### config.mk
export PLATFORM = sky130hd
export DESIGN_NAME = slow_clk_receiver
export DESIGN_NICKNAME = d
export VERILOG_FILES = /design/src/rtl/slow_clk_receiver.sv
export SDC_FILE = /design/constraint.sdc
export NUM_CORES = 1
export LEC_CHECK = 0
export ABC_AREA = 1
export ABC_CLOCK_PERIOD_IN_PS = 2600
export CORE_AREA = 5 5 91 93
export CTS_CLUSTER_SIZE = 12
export DETAILED_ROUTE_END_ITERATION = 7
export DIE_AREA = 0 0 96 98
export GPL_TIMING_DRIVEN = 0
export PLACE_DENSITY = 0.57
export SYNTH_ARGS = -nofsm -noshare
export SYNTH_HDL_FRONTEND = slang
export SYNTH_SLANG_ARGS = --single-unit
export TNS_END_PERCENT = 1
### constraint.sdc
create_clock -name clk -period 2.6 [get_ports clk]
set_clock_uncertainty 0.05 [all_clocks]
set_input_delay 0.39 -clock clk [delete_from_list [all_inputs] [get_ports clk]]
set_output_delay 0.39 -clock clk [all_outputs]
set_load 0.05 [all_outputs]
### src/rtl/slow_clk_receiver.sv
// slow_clk_receiver: brings the divided slow clock into the clk domain,
// turns each rising edge into a one-cycle tick, counts ticks as MM:SS BCD
// and watches for a missing or stalled slow clock.
module slow_clk_receiver #(
   parameter int SYNC_STAGES    = 2,
   parameter int TIMEOUT_CYCLES = 134217728,
   parameter int CNT_W          = 28
) (
   input  logic       clk,
   input  logic       reset,
   input  logic       slow_in,
   input  logic       en,
   input  logic       clear,
   output logic       tick,
   output logic [3:0] sec_ones,
   output logic [2:0] sec_tens,
   output logic [3:0] min_ones,
   output logic [2:0] min_tens,
   output logic       wrap,
   output logic       locked,
   output logic       stalled
);

   typedef enum logic [1:0] {
      WAIT_FIRST = 2'd0,
      RUNNING    = 2'd1,
      STALLED    = 2'd2
   } state_e;

   // Saturation value of the watchdog; reaching it with no tick is a timeout.
   localparam logic [CNT_W-1:0] WD_MAX = CNT_W'(TIMEOUT_CYCLES - 1);

   logic [SYNC_STAGES-1:0] sync_q, sync_d;
   logic                   hist_q, hist_d;
   logic                   tick_q, tick_d;
   logic [3:0]             sec_ones_q, sec_ones_d;
   logic [2:0]             sec_tens_q, sec_tens_d;
   logic [3:0]             min_ones_q, min_ones_d;
   logic [2:0]             min_tens_q, min_tens_d;
   logic                   wrap_q, wrap_d;
   logic [CNT_W-1:0]       wd_q, wd_d;
   state_e                 state_q, state_d;
   logic                   locked_q, locked_d;
   logic                   stalled_q, stalled_d;
   logic                   timeout;

   // Synchronizer shift chain and rising-edge detect against the history flop.
   always_comb begin
      sync_d = {sync_q[SYNC_STAGES-2:0], slow_in};
      hist_d = sync_q[SYNC_STAGES-1];
      tick_d = sync_q[SYNC_STAGES-1] & ~hist_q;
   end

   // BCD MM:SS counter; clear wins over tick, wrap pulses on the 59:59 rollover.
   // Comparisons use >= so a corrupted field recovers to a legal BCD value.
   always_comb begin
      sec_ones_d = sec_ones_q;
      sec_tens_d = sec_tens_q;
      min_ones_d = min_ones_q;
      min_tens_d = min_tens_q;
      wrap_d     = 1'b0;
      if (clear) begin
         sec_ones_d = 4'd0;
         sec_tens_d = 3'd0;
         min_ones_d = 4'd0;
         min_tens_d = 3'd0;
      end else if (tick_q && en) begin
         if (sec_ones_q >= 4'd9) begin
            sec_ones_d = 4'd0;
            if (sec_tens_q >= 3'd5) begin
               sec_tens_d = 3'd0;
               if (min_ones_q >= 4'd9) begin
                  min_ones_d = 4'd0;
                  if (min_tens_q >= 3'd5) begin
                     min_tens_d = 3'd0;
                     wrap_d     = 1'b1;
                  end else begin
                     min_tens_d = min_tens_q + 3'd1;
                  end
               end else begin
                  min_ones_d = min_ones_q + 4'd1;
               end
            end else begin
               sec_tens_d = sec_tens_q + 3'd1;
            end
         end else begin
            sec_ones_d = sec_ones_q + 4'd1;
         end
      end else begin
         wrap_d = 1'b0;
      end
   end

   // Watchdog: cleared by tick or clear, otherwise counts up and saturates.
   always_comb begin
      timeout = (wd_q == WD_MAX) && !tick_q;
      if (clear || tick_q) begin
         wd_d = '0;
      end else if (wd_q >= WD_MAX) begin
         wd_d = WD_MAX;
      end else begin
         wd_d = wd_q + CNT_W'(1);
      end
   end

   // Lock FSM next state; a tick takes priority over a simultaneous timeout.
   always_comb begin
      state_d = state_q;
      if (clear) begin
         state_d = WAIT_FIRST;
      end else begin
         case (state_q)
            WAIT_FIRST: begin
               if (tick_q) begin
                  state_d = RUNNING;
               end else if (timeout) begin
                  state_d = STALLED;
               end else begin
                  state_d = WAIT_FIRST;
               end
            end
            RUNNING: begin
               if (timeout) begin
                  state_d = STALLED;
               end else begin
                  state_d = RUNNING;
               end
            end
            STALLED: begin
               if (tick_q) begin
                  state_d = RUNNING;
               end else begin
                  state_d = STALLED;
               end
            end
            default: state_d = WAIT_FIRST;
         endcase
      end
      locked_d  = (state_q == RUNNING);
      stalled_d = (state_q == STALLED);
   end

   // All state registers with asynchronous active-high reset.
   always_ff @(posedge clk or posedge reset) begin
      if (reset) begin
         sync_q     <= '0;
         hist_q     <= 1'b0;
         tick_q     <= 1'b0;
         sec_ones_q <= 4'd0;
         sec_tens_q <= 3'd0;
         min_ones_q <= 4'd0;
         min_tens_q <= 3'd0;
         wrap_q     <= 1'b0;
         wd_q       <= '0;
         state_q    <= WAIT_FIRST;
         locked_q   <= 1'b0;
         stalled_q  <= 1'b0;
      end else begin
         sync_q     <= sync_d;
         hist_q     <= hist_d;
         tick_q     <= tick_d;
         sec_ones_q <= sec_ones_d;
         sec_tens_q <= sec_tens_d;
         min_ones_q <= min_ones_d;
         min_tens_q <= min_tens_d;
         wrap_q     <= wrap_d;
         wd_q       <= wd_d;
         state_q    <= state_d;
         locked_q   <= locked_d;
         stalled_q  <= stalled_d;
      end
   end

   assign tick     = tick_q;
   assign sec_ones = sec_ones_q;
   assign sec_tens = sec_tens_q;
   assign min_ones = min_ones_q;
   assign min_tens = min_tens_q;
   assign wrap     = wrap_q;
   assign locked   = locked_q;
   assign stalled  = stalled_q;

endmodule

== Word-level counts from Yosys, hierarchy flattened ==
Cells that the tools add are included.

* Bits in registers: 51
* Latch bits: 0
* Memory bits (writable): 0
* Bits in read-only memories: 0
* Input bits: 5
* Output and inout port bits: 18
* Logic and storage cells: 71
* Memories kept: 0

* Add/sub/neg operators: 5
* Multiply operators: 0
* Div/mod/pow operators: 0
* $lt $le $gt $ge: 5
* Equal/unequal tests: 3
* Shift-type cells: 0
* Multiplexer cells: 32
* Bitwise gates (word level): 2
* Reduce and logical (&&, ||, !) cells: 12

{| class="wikitable"
|+ Operators by type and width
! cell !! number
|-
| $mux W28 || 2
|-
| $mux W4 || 8
|-
| $mux W3 || 10
|-
| $add A28 B1 Y28 const B || 1
|-
| $eq A28 B27 Y1 const B || 1
|-
| $ge A28 B27 Y1 const B || 1
|-
| $mux W2 || 5
|-
| $add A4 B1 Y4 const B || 2
|-
| $ge A4 B4 Y1 const B || 2
|-
| $reduce_bool A2 Y1 || 4
|-
| $add A3 B1 Y3 const B || 2
|-
| $ge A3 B3 Y1 const B || 2
|-
| $mux W1 || 6
|-
| $pmux W2 S3 || 1
|-
| $reduce_and A4 Y1 || 1
|-
| $reduce_and A3 Y1 || 1
|-
| $eq A2 B1 Y1 const B || 1
|-
| $eq A2 B2 Y1 const B || 1
|-
| $logic_and A1 B1 Y1 || 2
|-
| $logic_not A2 Y1 || 1
|-
| $reduce_and A2 Y1 || 1
|-
| $and A1 B1 Y1 || 1
|-
| $logic_not A1 Y1 || 1
|-
| $logic_or A1 B1 Y1 || 1
|-
| $not A1 Y1 || 1
|}

== Depth between registers and ports, before layout ==
* Word-level depth: 7
* Depth in mapped cells: 11
* Depth with buffers taken out: 11

== Worst setup path after synthesis ==
Ideal clock, no wire load.

* Path type: register to register
* From: register sec_ones_q[0] (netlist: sec_ones[0])
* To: register min_tens_q[0] (netlist: min_tens[0])
* Library setup time: 0.066 ns
* Arrival time: 1.836 ns
* Data required time: 2.484 ns
* Slack: 0.648 ns
* Cell stages (with the launch flop): 11
* Path buffers: 1
* Clock period less this slack: 1.952 ns
* Path through: dfrtp_1 > inv_1 > ha_1 > nand2_1 > nand2_1 > o21ai_0 > buf_2 > nand2_1 > nor2_1 > nand2_1 > nand2_1

* Longest elaborated chain between the ends: 3

{| class="wikitable"
|+ RTL lines
! item !! line !! source
|-
| start: declaration || 36 || <nowiki>logic [3:0] sec_ones_q, sec_ones_d;</nowiki>
|-
| start signal: assignment || 162 || <nowiki>sec_ones_q <= sec_ones_d;</nowiki>
|-
| $ge A4 B4 Y1 || 68 || <nowiki>if (sec_ones_q >= 4'd9) begin</nowiki>
|-
| $reduce_bool A2 Y1 (no line) || -- ||
|-
| $reduce_and A4 Y1 (no line) || -- ||
|-
| end signal: assignment || 165 || <nowiki>min_tens_q <= min_tens_d;</nowiki>
|-
| end: declaration || 39 || <nowiki>logic [2:0] min_tens_q, min_tens_d;</nowiki>
|}

No other way between the ends.
A chain may end at the register's enable or synchronous reset.

== Final worst setup path ==
* From: register tick_q (netlist: tick)
* To: output tick

{| class="wikitable"
|+ RTL lines
! item !! line !! source
|-
| start: declaration || 35 || <nowiki>logic tick_q, tick_d;</nowiki>
|-
| start signal: assignment || 161 || <nowiki>tick_q <= tick_d;</nowiki>
|-
| end: declaration || 14 || <nowiki>output logic tick,</nowiki>
|}

No word-level cell between the ends.

==> impl.org <==
** Status
- Result of the run :: finished clean

** Detailed routing
- Average wire length per cell after detail routing :: roughly 12 um
- Drt total wl :: slightly below 6000 um
- After detailed routing, the number of vias per cell comes to between 4 and 5.
- The first detailed-routing pass took 4 iterations.
- In the routed design, unresolved DRC markers number 0.
- Final ANT Viol Nets :: 0
- The first routing iteration left 146 violations.
- Overall via count from detail_route :: around 2.3k

** Finish
- Of the cells placed in the final design, the portion with a size suffix greater than 1 is ~5.3%.
- At the end of the flow the core is filled with cells to ~45%.
- Layout fillers :: between 700 and 800
- Compared with the post-synthesis result, the final layout area differs by 17.3%.
- Count of antenna diodes in the layout :: 0
- Leading cell type in the layout, fill and taps excluded :: nand2_1
- Post-route cell area :: ~0.0033 mm^2
- Most frequent cells in the layout :: 96 x nand2_1, 73 x nor2_1, 51 x dfrtp_1
- The net count of the finished layout is approximately 420.

** Logic synthesis
- For this run, the number of Yosys warnings is 0.
- For this run, the leading register cell type out of synthesis is dfrtp_1.
- Sequential elements use 45.1% of the synthesized area.
- Syn Inst Count :: 369
- The cell area that synthesis handed to floorplanning was around 0.0028 mm^2.
- Averaged over all synthesized cells, the footprint is 7.67 um^2.
- After synthesis the netlist holds a flip-flop and latch count of 51.
- After synthesis, the share of flip-flops with an asynchronous set or reset is 100%.
- Counting distinct cell types in the post-synthesis netlist gives 28.
- Main area contributors after synthesis :: dfrtp_1 45%, nand2_1 13%, nor2_1 9.7%, inv_1 5.3%, ha_1 4.9%
- Synthesis produced a netlist with a net count of just under 400.
- Synth area leader :: dfrtp_1
- After synthesis, the largest area contributor takes up 45.1% of total cell area.
- Yosys mapped a number of flops with a built-in enable equal to 0.

** Critical path
- The worst register-to-register path begins at sec_ones[1].
- The critical path is of the reg2out type.
- The cell family contributing the most delay on the critical path is buffers and inverters.
- Measured in cells, the most critical reg-to-reg path has a length of 11.
- Max FO, Critical Path :: 5
- Critical-path cell list :: clkdlybuf4s50_1
- Slowest cell on crit path :: clkdlybuf4s50_1
- Slack of the worst reg-to-reg path :: between 0.7 and 0.8 ns
- Critical register-to-register path endpoint :: min_tens[1]
- Kind of end point of the critical path :: output pin
- STA puts the critical path data arrival time at between 1.5 and 2 ns.
- STA classifies the critical path startpoint as a register.
- Crit path buf inv count :: 1
- Biggest cell delay along the critical path :: 0.83 ns
- In this run the number of cells on the critical path is 1.
- Worst EP required :: 2.16 ns

** Floorplanning
- Measured along the y axis, the die boundary spans around 98 um.
- Core Region :: 0.00745 mm^2
- In this run the core area contains 32 standard-cell rows.
- Initial cell density of the core :: a little under two fifths
- During I/O placement, the number of pins put on the boundary was 23.
- Die footprint :: between 0.009 and 0.01 mm^2
- Die outline width :: 96 um

** Global route
- Summed over all layers, the global routing overflow is 0.
- The first global-routing pass estimated between 10000 and 15000 um of wire.
- Largest net degree at the start of global routing :: 30
- All-layer global routing usage :: between 10 and 15%
- The number of global-route vias before repair came to around 2.3k.
- The number of antenna violations at the first check in global routing is 0.

** Worst hold path
- Worst Hold Path Cells :: 0
- The min-delay analysis places its worst path in the category reg2reg.
- HP Start :: sync_q[0]
- Hold Path End :: sync_q[1]

** Pwr
- Portion of total power attributed to sequential cells :: just under 50%
- Power comes to between 0.0015 and 0.002 W.
- Combinational group share of total power :: between 10% and 20%
- P per Cell Area :: 527 mW/mm^2
- Across the VDD grid, the largest voltage drop is ~0.24 mV.
- The share of total power dissipated in the clock network is approximately a third.
- The internal power of the cells totals approximately 0.0012 W.
- Power dissipated by switching net loads :: 0.000508 W
- Proportion of total power due to net switching :: 29.0%
- Static power due to leakage :: ~1.5 nW

** Clock tree
- After clock tree synthesis, the repair step resized 0 gates.
- The tree is rooted in a clkbuf_8.
- Counting the buffers created by CTS gives 5.
- Number of buffers inserted for hold repair after clock tree synthesis :: 0
- Buffers added to address setup during post-CTS repair amount to 0.
- Clock-pin slew of the registers on the worst-case setup and hold paths :: 0.09 ns
- TritonCTS clock tree :: yes
- TritonCTS sink count :: 51
- The clock passes through at most 2 buffers.
- Clock latency of the later-clocked register in the worst-skew pair :: 0.31 ns
- H-tree levels :: 2

** STA
- The count of pins over their slew limit came to 0.
- Final hold vios :: 0
- Worst Tran Pin Value :: ~0.61 ns
- Final Cycle Share :: ~80%
- Final-report setup violation count :: 0
- Minimum clock period after layout :: ~2.0 ns
- Derived from the worst setup path, the maximum achievable clock frequency is roughly 0.49 GHz.
- Setup repair after global routing left no endpoint under its margin.
- Headroom to the max-slew limit :: 59.1%

** Placed design
- HPWL after detailed placement :: roughly 4500 um
- Port buffer count :: 22
- The placed instances occupy a cell area of approximately 0.0032 mm^2.
- Routability-driven placement finished with a final weighted congestion of 0.874.

** Flow run
- Across the run, the number of max-cap violations was 0.
[metrics by stage]
| stage | instances | TNS (ns) | setup WS (ns) | hold WS, ns |
|---|---|---|---|---|
| 2_1_floorplan | 369 | 0 | 0.648 | 0.281 |
| 3_3_place_gp | 493 | -6.37 | -0.128 | 0.282 |
| 3_5_place_dp | 494 | 0 | 0.538 | 0.286 |
| 4_1_cts | 502 | 0 | 0.546 | 0.309 |
| 5_1_grt | 502 | 0 | 0.492 | 0.326 |
| 6_report | 502 | 0 | 0.574 | 0.305 |
[sequential cells by signal (all words and copies together) (netlist names)]
name / count
tick: 1
sec_tens: 3
min_tens: 3
sync_q: 2
wd_q: 28
sec_ones: 4
state_q: 2
min_ones: 4
hist_q: 1
wrap: 1
stalled: 1
locked: 1
[how the worst max path moves through the flow]
stage	from	endpoint	slack (ns)
2_1_floorplan	sec_ones[0]	min_tens[0]	0.65
3_3_place_gp	reset	wd_q[9]	-0.13
3_5_place_dp	clear	min_tens[1]	0.54
4_1_cts	min_ones[2]	min_ones[2]	0.55
5_1_grt	sec_ones[1]	min_tens[2]	0.49
6_report	tick	tick	0.57
[per-layer routing]
layer | track usage [%] | wire length [um] | vias to the layer above
met2 | 22.7 | 2670 | 39
met3 | 2.31 | 163 | 10
met1 | 18.8 | 2950 | 1080
met5 | 0 | 0 | -
met4 | 4.81 | 131 | 0
li1 | - | - | 1201
[layout make-up]
type,count,area (um^2),share of cell area (%)
Inverter,42,158,4.75
Sequential cell,51,1280,38.5
Tap cell,102,128,3.85
Multi-Input combinational cell,270,1360,40.9
Buffer,6,38.8,1.17
Timing Repair Buffer,23,240,7.24
Clock inverter,2,38.8,1.17
Clock buffer,6,82.6,2.49
[Yosys cell counts (2+ instances only)]
cell and n:
nand4_1 2, nand3b_1 5, o21ai_1 2, nand2_2 2
ha_1 11, xor2_1 8, a21oi_1 10, o21ai_0 16
clkbuf_1 3, dfrtp_1 51, nand2_1 96, nor2_4 3
nand2_4 2, buf_6 2, nand3_1 21, o21bai_1 2
nor2_1 73, xnor2_1 11, inv_1 40
[power by group through the flow]
stage | clock (W) | sequential [W] | combinational, W
after floorplan | 0 | 0.000973 | 0.000105
after global placement | 0 | 0.000879 | 0.000291
after detailed placement | 0 | 0.000880 | 0.000299
after CTS | 0.000608 | 0.000864 | 0.000300
after global routing | 0.000641 | 0.000871 | 0.000324
final | 0.000592 | 0.000863 | 0.000294
[kinds of logic after synthesis]
family / Yosys count / synth area share [%]
AO/OA/AOI/OAI: 34 / 6.46
XOR/XNOR: 19 / 5.88
adder cells (fa/ha/maj): 11 / 4.87
buffers and inverters: 48 / 6.94
flip-flops: 51 / 45.1
AND/OR/NAND/NOR: 206 / 30.7
(Power assumes the default switching activity.)
